## src/rtl/eclock_pkg.sv

```systemverilog
// Shared types for the eclock configuration sequencer: state encoding,
// divider codes and a constant helper for sizing the shared timer.
package eclock_pkg;

    typedef enum logic [2:0] {
        ST_IDLE      = 3'd0,  // outputs stable, clock off
        ST_PLL_RST   = 3'd1,  // PLL held in reset
        ST_LOCK_WAIT = 3'd2,  // waiting for PLL lock
        ST_QUIESCE   = 3'd3,  // clock gated before divider change
        ST_APPLY     = 3'd4,  // divider updated
        ST_SETTLE    = 3'd5,  // clock gated after divider change
        ST_RUN       = 3'd6,  // clock enabled
        ST_ERROR     = 3'd7   // lock timeout
    } state_t;

    localparam logic [3:0] DIV_OFF = 4'h0;
    localparam logic [3:0] DIV_1   = 4'h7;
    localparam logic [3:0] DIV_2   = 4'h6;
    localparam logic [3:0] DIV_4   = 4'h5;

    function automatic int max3(input int a, input int b, input int c);
        int m;
        m = (a > b) ? a : b;
        return (m > c) ? m : c;
    endfunction

endpackage

```

## src/rtl/eclock_ctrl_timer.sv

```systemverilog
// Loadable down-counter shared by every timed state; stops at zero.
module eclock_ctrl_timer #(
    parameter int W = 11
) (
    input  logic         clk,
    input  logic         nreset,
    input  logic         load,
    input  logic [W-1:0] load_val,
    output logic         done
);

    logic [W-1:0] cnt;

    always_ff @(posedge clk) begin
        if (!nreset) begin
            cnt <= '0;
        end else if (load) begin
            cnt <= load_val;
        end else if (cnt != '0) begin
            cnt <= cnt - W'(1);
        end
    end

    assign done = (cnt == '0);

endmodule

```

## src/rtl/eclock_ctrl.sv

```systemverilog
// Glitch-safe sequencer for the eclock enable, divider and PLL configuration.
// Optional lock watchdog in RUN: define ECLOCK_CTRL_WATCHDOG_EN.
module eclock_ctrl
    import eclock_pkg::*;
#(
    parameter int OFF_CYCLES    = 16,
    parameter int PLLRST_CYCLES = 8,
    parameter int LOCK_TIMEOUT  = 1024
) (
    input  logic       clk,
    input  logic       nreset,
    input  logic       cfg_valid,
    output logic       cfg_ready,
    input  logic       cfg_en,
    input  logic [3:0] cfg_div,
    input  logic [3:0] cfg_pllcfg,
    input  logic       pll_locked,
    output logic       pll_reset,
    output logic       cclk_en,
    output logic [3:0] cclk_div,
    output logic [3:0] cclk_pllcfg,
    output logic       busy,
    output logic       err_timeout,
    output logic       lock_lost
);

    localparam int CNT_W = $clog2(max3(OFF_CYCLES, PLLRST_CYCLES, LOCK_TIMEOUT)) + 1;
    localparam logic [CNT_W-1:0] LD_OFF  = CNT_W'(OFF_CYCLES - 1);
    localparam logic [CNT_W-1:0] LD_PRST = CNT_W'(PLLRST_CYCLES - 1);
    localparam logic [CNT_W-1:0] LD_LOCK = CNT_W'(LOCK_TIMEOUT - 1);

    state_t           state_q, state_d, route;
    logic             fresh_q;
    logic             cap_en_q, cap_en_d;
    logic [3:0]       cap_div_q, cap_div_d, cap_pll_q, cap_pll_d;
    logic             accept, ready_d, wd_trip;
    logic             timer_load, timer_done;
    logic [CNT_W-1:0] timer_val;

    assign accept    = cfg_valid & cfg_ready;
    assign cap_en_d  = accept ? cfg_en     : cap_en_q;
    assign cap_div_d = accept ? cfg_div    : cap_div_q;
    assign cap_pll_d = accept ? cfg_pllcfg : cap_pll_q;

    always_comb begin
        state_d = state_q;
        if ((cfg_pllcfg != cclk_pllcfg) || (state_q == ST_ERROR)) begin
            route = ST_PLL_RST;
        end else if (cclk_en) begin
            route = ST_QUIESCE;
        end else begin
            route = ST_APPLY;
        end
        case (state_q)
            ST_IDLE, ST_ERROR: if (accept) state_d = route;
            ST_RUN: begin
                if (accept)       state_d = route;
                else if (wd_trip) state_d = ST_PLL_RST;
            end
            // the cycle straight out of reset only loads the timer
            ST_PLL_RST:   if (timer_done && !fresh_q) state_d = ST_LOCK_WAIT;
            ST_LOCK_WAIT: begin
                if (pll_locked)      state_d = ST_APPLY;
                else if (timer_done) state_d = ST_ERROR;
            end
            ST_QUIESCE:   if (timer_done) state_d = ST_APPLY;
            ST_APPLY:     state_d = ST_SETTLE;
            ST_SETTLE: begin
                if (timer_done) begin
                    state_d = (cap_en_q && (cap_div_q != DIV_OFF)) ? ST_RUN : ST_IDLE;
                end
            end
            default:      state_d = ST_PLL_RST;
        endcase
    end

    always_comb begin
        timer_load = fresh_q || (state_d != state_q);
        timer_val  = '0;
        case (state_d)
            ST_PLL_RST:            timer_val = LD_PRST;
            ST_LOCK_WAIT:          timer_val = LD_LOCK;
            ST_QUIESCE, ST_SETTLE: timer_val = LD_OFF;
            default:               timer_val = '0;
        endcase
        ready_d = (state_d == ST_IDLE) || (state_d == ST_RUN) || (state_d == ST_ERROR);
    end

    eclock_ctrl_timer #(.W(CNT_W)) u_timer (
        .clk      (clk),
        .nreset   (nreset),
        .load     (timer_load),
        .load_val (timer_val),
        .done     (timer_done)
    );

    always_ff @(posedge clk) begin
        if (!nreset) begin
            state_q     <= ST_PLL_RST;
            fresh_q     <= 1'b1;
            cap_en_q    <= 1'b0;
            cap_div_q   <= DIV_OFF;
            cap_pll_q   <= 4'h0;
            pll_reset   <= 1'b1;
            cclk_en     <= 1'b0;
            cclk_div    <= DIV_OFF;
            cclk_pllcfg <= 4'h0;
            cfg_ready   <= 1'b0;
            busy        <= 1'b1;
            err_timeout <= 1'b0;
        end else begin
            state_q   <= state_d;
            fresh_q   <= 1'b0;
            cap_en_q  <= cap_en_d;
            cap_div_q <= cap_div_d;
            cap_pll_q <= cap_pll_d;
            pll_reset <= (state_d == ST_PLL_RST);
            cclk_en   <= (state_d == ST_RUN);
            if (state_d == ST_APPLY)   cclk_div    <= cap_div_d;
            if (state_d == ST_PLL_RST) cclk_pllcfg <= cap_pll_d;
            cfg_ready <= ready_d;
            busy      <= ~ready_d;
            if (accept)                    err_timeout <= 1'b0;
            else if (state_d == ST_ERROR)  err_timeout <= 1'b1;
        end
    end

`ifdef ECLOCK_CTRL_WATCHDOG_EN
    logic wd_low_q;

    // two consecutive low samples of lock while running trip the watchdog
    assign wd_trip = (state_q == ST_RUN) && !pll_locked && wd_low_q;

    always_ff @(posedge clk) begin
        if (!nreset) begin
            wd_low_q  <= 1'b0;
            lock_lost <= 1'b0;
        end else begin
            wd_low_q <= (state_q == ST_RUN) && !pll_locked;
            if (accept)       lock_lost <= 1'b0;
            else if (wd_trip) lock_lost <= 1'b1;
        end
    end
`else
    assign wd_trip   = 1'b0;
    assign lock_lost = 1'b0;
`endif

endmodule

```

## config.mk

```make
export PLATFORM = sky130hd
export DESIGN_NAME = eclock_ctrl
export DESIGN_NICKNAME = d
export VERILOG_FILES = /design/src/rtl/eclock_pkg.sv /design/src/rtl/eclock_ctrl_timer.sv /design/src/rtl/eclock_ctrl.sv
export SDC_FILE = /design/constraint.sdc
export NUM_CORES = 1
export LEC_CHECK = 0
export BUFFER_PORTS_ARGS = -buffer_cell sky130_fd_sc_hd__buf_2
export CAP_MARGIN = 10
export CORE_ASPECT_RATIO = 1.2
export CORE_MARGIN = 10
export CORE_UTILIZATION = 45
export CTS_CLUSTER_DIAMETER = 50
export DETAILED_ROUTE_END_ITERATION = 7
export PLACE_DENSITY = 0.75
export SKIP_LAST_GASP = 1
export SLEW_MARGIN = 30
export SYNTH_ARGS = -nofsm -noshare
export SYNTH_HDL_FRONTEND = slang
export SYNTH_HIERARCHICAL = 1
export SYNTH_SLANG_ARGS = --single-unit
```

## constraint.sdc

```tcl
create_clock -name clk -period 4.9 [get_ports clk]
set_input_delay 0 -clock clk [delete_from_list [all_inputs] [get_ports clk]]
set_output_delay 0 -clock clk [all_outputs]
set_load 0.01 [all_outputs]
```

==> flow_metrics.tcl <==
set metrics [dict create \
    grt_first_pass_wirelength_um 7817 \
    sequentialPowerShare_pct 34.8 \
    diodes 0 \
    p_leak_nw 0.9252 \
    ios 27 \
    final_area_um2 2271 \
    syn_inst 224 \
    synth_edf_count 0 \
    period_needed_ns 4.078 \
    start_kind "flop" \
    finalSetupViolCount 0 \
    max_freq_mhz 245.2 \
    max-slew-margin-rel_pct 60.47 \
    std_cell_rows 26 \
    grt_antenna_before_repair 0 \
    hold_viol_final 0 \
    clk_pin_slew_ns 0.08 \
    ir_worst_vdd_v 0.0002183 \
    postSynthAreaPerCell_um2 8.703 \
    hold-path-endpoint "cap_pll_q[3]" \
    synth.area.top_cells "dfxtp_1 38%, a21oi_1 4.9%, nand2_1 4.0%" \
    grt_pass1_vias 1758 \
    grt_max_degree 31 \
    hpwl_um 3185 \
    wl_per_cell_um 14.33 \
    wl_um 4398 \
    vias 1714 \
    synth_cell_types 59 \
    p_per_area_nw_per_um2 517.0 \
    clockBufferDepth 2 \
    grt_remaining_overflow 0 \
    ys.warnings.count 6 \
    fin_total_pwr_mw 1.174 \
    synth-async-reset-ratio_pct 0 \
    power.switching_mw 0.4585 \
    first_pass_iters 7 \
    path_class "flop to flop" \
    postPlaceCellArea_um2 2091 \
    htree_levels 2 \
    cp_data_required_time_ns 5.14 \
    cts_resized 0 \
    holdPathStages 3 \
    cts_made_buffers 5 \
    finalCritPeriodShare_pct 83.23 \
    r2r_end "u_timer/cnt[1]" \
    drc 0 \
    clock_latency_ns 0.30 \
    synth.yosys.seq_area_share_pct 38.00 \
    hold_path_class "primary input to flop" \
    cts_tree "done" \
    worstSetupEndpointType "flop" \
    start_util_pct 46.09 \
    synth-main-ff-cell "dfxtp_1" \
    slew_viol_final 0 \
    die-width_um 80.08 \
    yosysTopAreaCellShare_pct 38.00 \
    drive_gt1_share_pct 21.91 \
    coreArea_um2 4229 \
    gp_congestion 0.8266 \
    timing.rr.start "u_timer/cnt[0]" \
    die-area_um2 7375 \
    cp.arrival_ns 4.32 \
    synth_area_um2 1949 \
    status "finished clean" \
    p_sw_share_pct 39.06 \
    cp_max_fo 12 \
    area_delta_synth_final_pct 16.50 \
    worstHoldStart "cfg_pllcfg[3]" \
    rsz0062_at_grt "false" \
    cts_root_buffer "clkbuf_8" \
    cts.sinks 37 \
    clock_skew_ns 0.005927 \
    die-height_um 92.10 \
    viasPerCell 5.583 \
    p_clk_share_pct 23.9 \
    track_usage_pct 12.71 \
    power_frac_comb_pct 41.3 \
    ff2ff_setup_slack_ns 0.82 \
    ys_seq_elements 37 \
    drt_iter0_drc 128 \
    max-cap-violations 0 \
    synth.largest_area_cell "dfxtp_1" \
    fin_tns_setup_ns 0 \
    reg2reg_depth 13 \
    tightest_slew_ns 0.5875 \
    antenna_left 0 \
    fin_nets 264 \
    p_int_mw 0.7155 \
    port_buffers 25 \
]
-- synth_stat cells, types with 4 or more instances --
cell type,n
or4_1,5
nand2_1,21
and2_1,9
dfxtp_1,37
nand3_1,13
mux2_4,4
nor2_1,12
buf_2,4
mux2_2,4
a31oi_1,5
o21ai_0,6
inv_1,10
xor2_1,4
clkbuf_1,9
or3_1,4
a21o_1,4
a21oi_1,19
-- worst max-delay path: stages, from the launching register on --
cell     delay [ns]
dfxtp_1        0.34
inv_1          0.08
ha_1           0.19
or4b_1         0.61
nor4_4         0.46
buf_4          0.24
mux2i_1        0.18
a32oi_1        0.07
nor2_1         0.16
a21o_1         0.21
xnor2_1        0.07
or4_1          0.60
or4b_2         0.72
nand3_1        0.08
-- per-stage QoR --
step | cells | worst slack (ns) | hold WS [ns] | utilization [%]
floorplan | 225 | 1.085 | 0.1475 | -
global placement | 293 | 0.9266 | 0.2693 | 49.44
detailed placement | 293 | 0.8261 | 0.2715 | 49.44
CTS | 307 | 0.8047 | 0.0001406 | 53.70
global route | 307 | 0.5010 | 0.01995 | 53.70
finish | 307 | 0.8218 | 0.002329 | 53.70
-- power by group through the flow --
stage	Sequential, mW	Combinational, mW	Clock (mW)
2_1_floorplan	0.389	0.432	0
3_3_place_gp	0.414	0.469	0
3_5_place_dp	0.416	0.476	0
4_1_cts	0.408	0.482	0.286
5_1_grt	0.418	0.546	0.299
6_report	0.409	0.485	0.280
-- metal layers --
layer	vias up	GRT usage, %	part of all wire [%]
met5	-	0	0
met4	0	5.588	1.8
met3	8	3.613	4.0
met2	37	21.38	50
met1	808	14.41	44
li1	861	-	-
-- layout make-up --
type                       count  area [um2]
sequential                    37       740.7
clock buffer                   6       82.58
clock inverter                 2       37.54
multi-input combinational    163        1102
fill                         414        1958
tap                           56       70.07
timing repair buffer          33       200.2
inverter                      10       37.54
-- worst max-delay path by stage --
| stage | depth (start not counted) | start | endpoint | slack, ns |
|---|---|---|---|---|
| CTS | 13 | u_timer/cnt[0] | u_timer/cnt[1] | 0.80 |
| global route | 13 | u_timer/cnt[0] | u_timer/cnt[1] | 0.50 |
| global placement | 13 | u_timer/cnt[0] | u_timer/cnt[1] | 0.93 |
| floorplan | 13 | u_timer/cnt[0] | u_timer/cnt[1] | 1.09 |
| finish | 13 | u_timer/cnt[0] | u_timer/cnt[1] | 0.82 |
| detailed placement | 13 | u_timer/cnt[0] | u_timer/cnt[1] | 0.83 |
-- registers in the layout, summed over array words and instances (netlist names) --
register,count
cfg_ready,1
fresh_q,1
err_timeout,1
state_q,3
u_timer/cnt,11
cap_div_q,4
cap_en_q,1
pll_reset,1
busy,1
cap_pll_q,4
cclk_div,4
cclk_pllcfg,4
cclk_en,1
-- cell families (layout without fill, tap and decap cells) --
kind of cell,after synthesis,count (layout),share of synthesized area (%)
XOR/XNOR,6,6,2.696
multiplexers,9,9,5.905
AO/OA/AOI/OAI,59,59,21.95
other,1,2,0.1924
AND/OR/NAND/NOR,86,86,24.97
buffers and inverters,25,51,5.648
flip-flops,37,37,38.00
adder cells (fa/ha/maj),1,1,0.6417
-- repair_timing --
action | in CTS | in global routing
endpoints found under the hold margin | 6 | 0
hold buffers | 6 | 0
setup buffers | 0 | 0
-- cell usage in the layout (no fill, tap or decap), types with 2 or more instances in the layout --
cell / netlist / final
dfxtp_1: 37 / 37
buf_2: 4 / 25
nand2_1: 21 / 21
a21oi_1: 19 / 19
nand3_1: 13 / 13
nor2_1: 12 / 12
inv_1: 10 / 10
and2_1: 9 / 9
o21ai_0: 6 / 6
clkbuf_8: 0 / 6
dlygate4sd3_1: 0 / 6
a31oi_1: 5 / 5
or4_1: 5 / 5
xor2_1: 4 / 4
or3_1: 4 / 4
a21o_1: 4 / 4
mux2_2: 4 / 4
mux2_4: 4 / 4
nor2b_1: 3 / 3
nand4_1: 3 / 3
o31ai_1: 3 / 3
nand2b_1: 2 / 2
or2_2: 2 / 2
xnor2_1: 2 / 2
conb_1: 1 / 2
buf_4: 1 / 2
nor4_1: 2 / 2
a32o_1: 2 / 2
a21boi_0: 2 / 2
No activity file was read; power rests on OpenSTA's default activity.
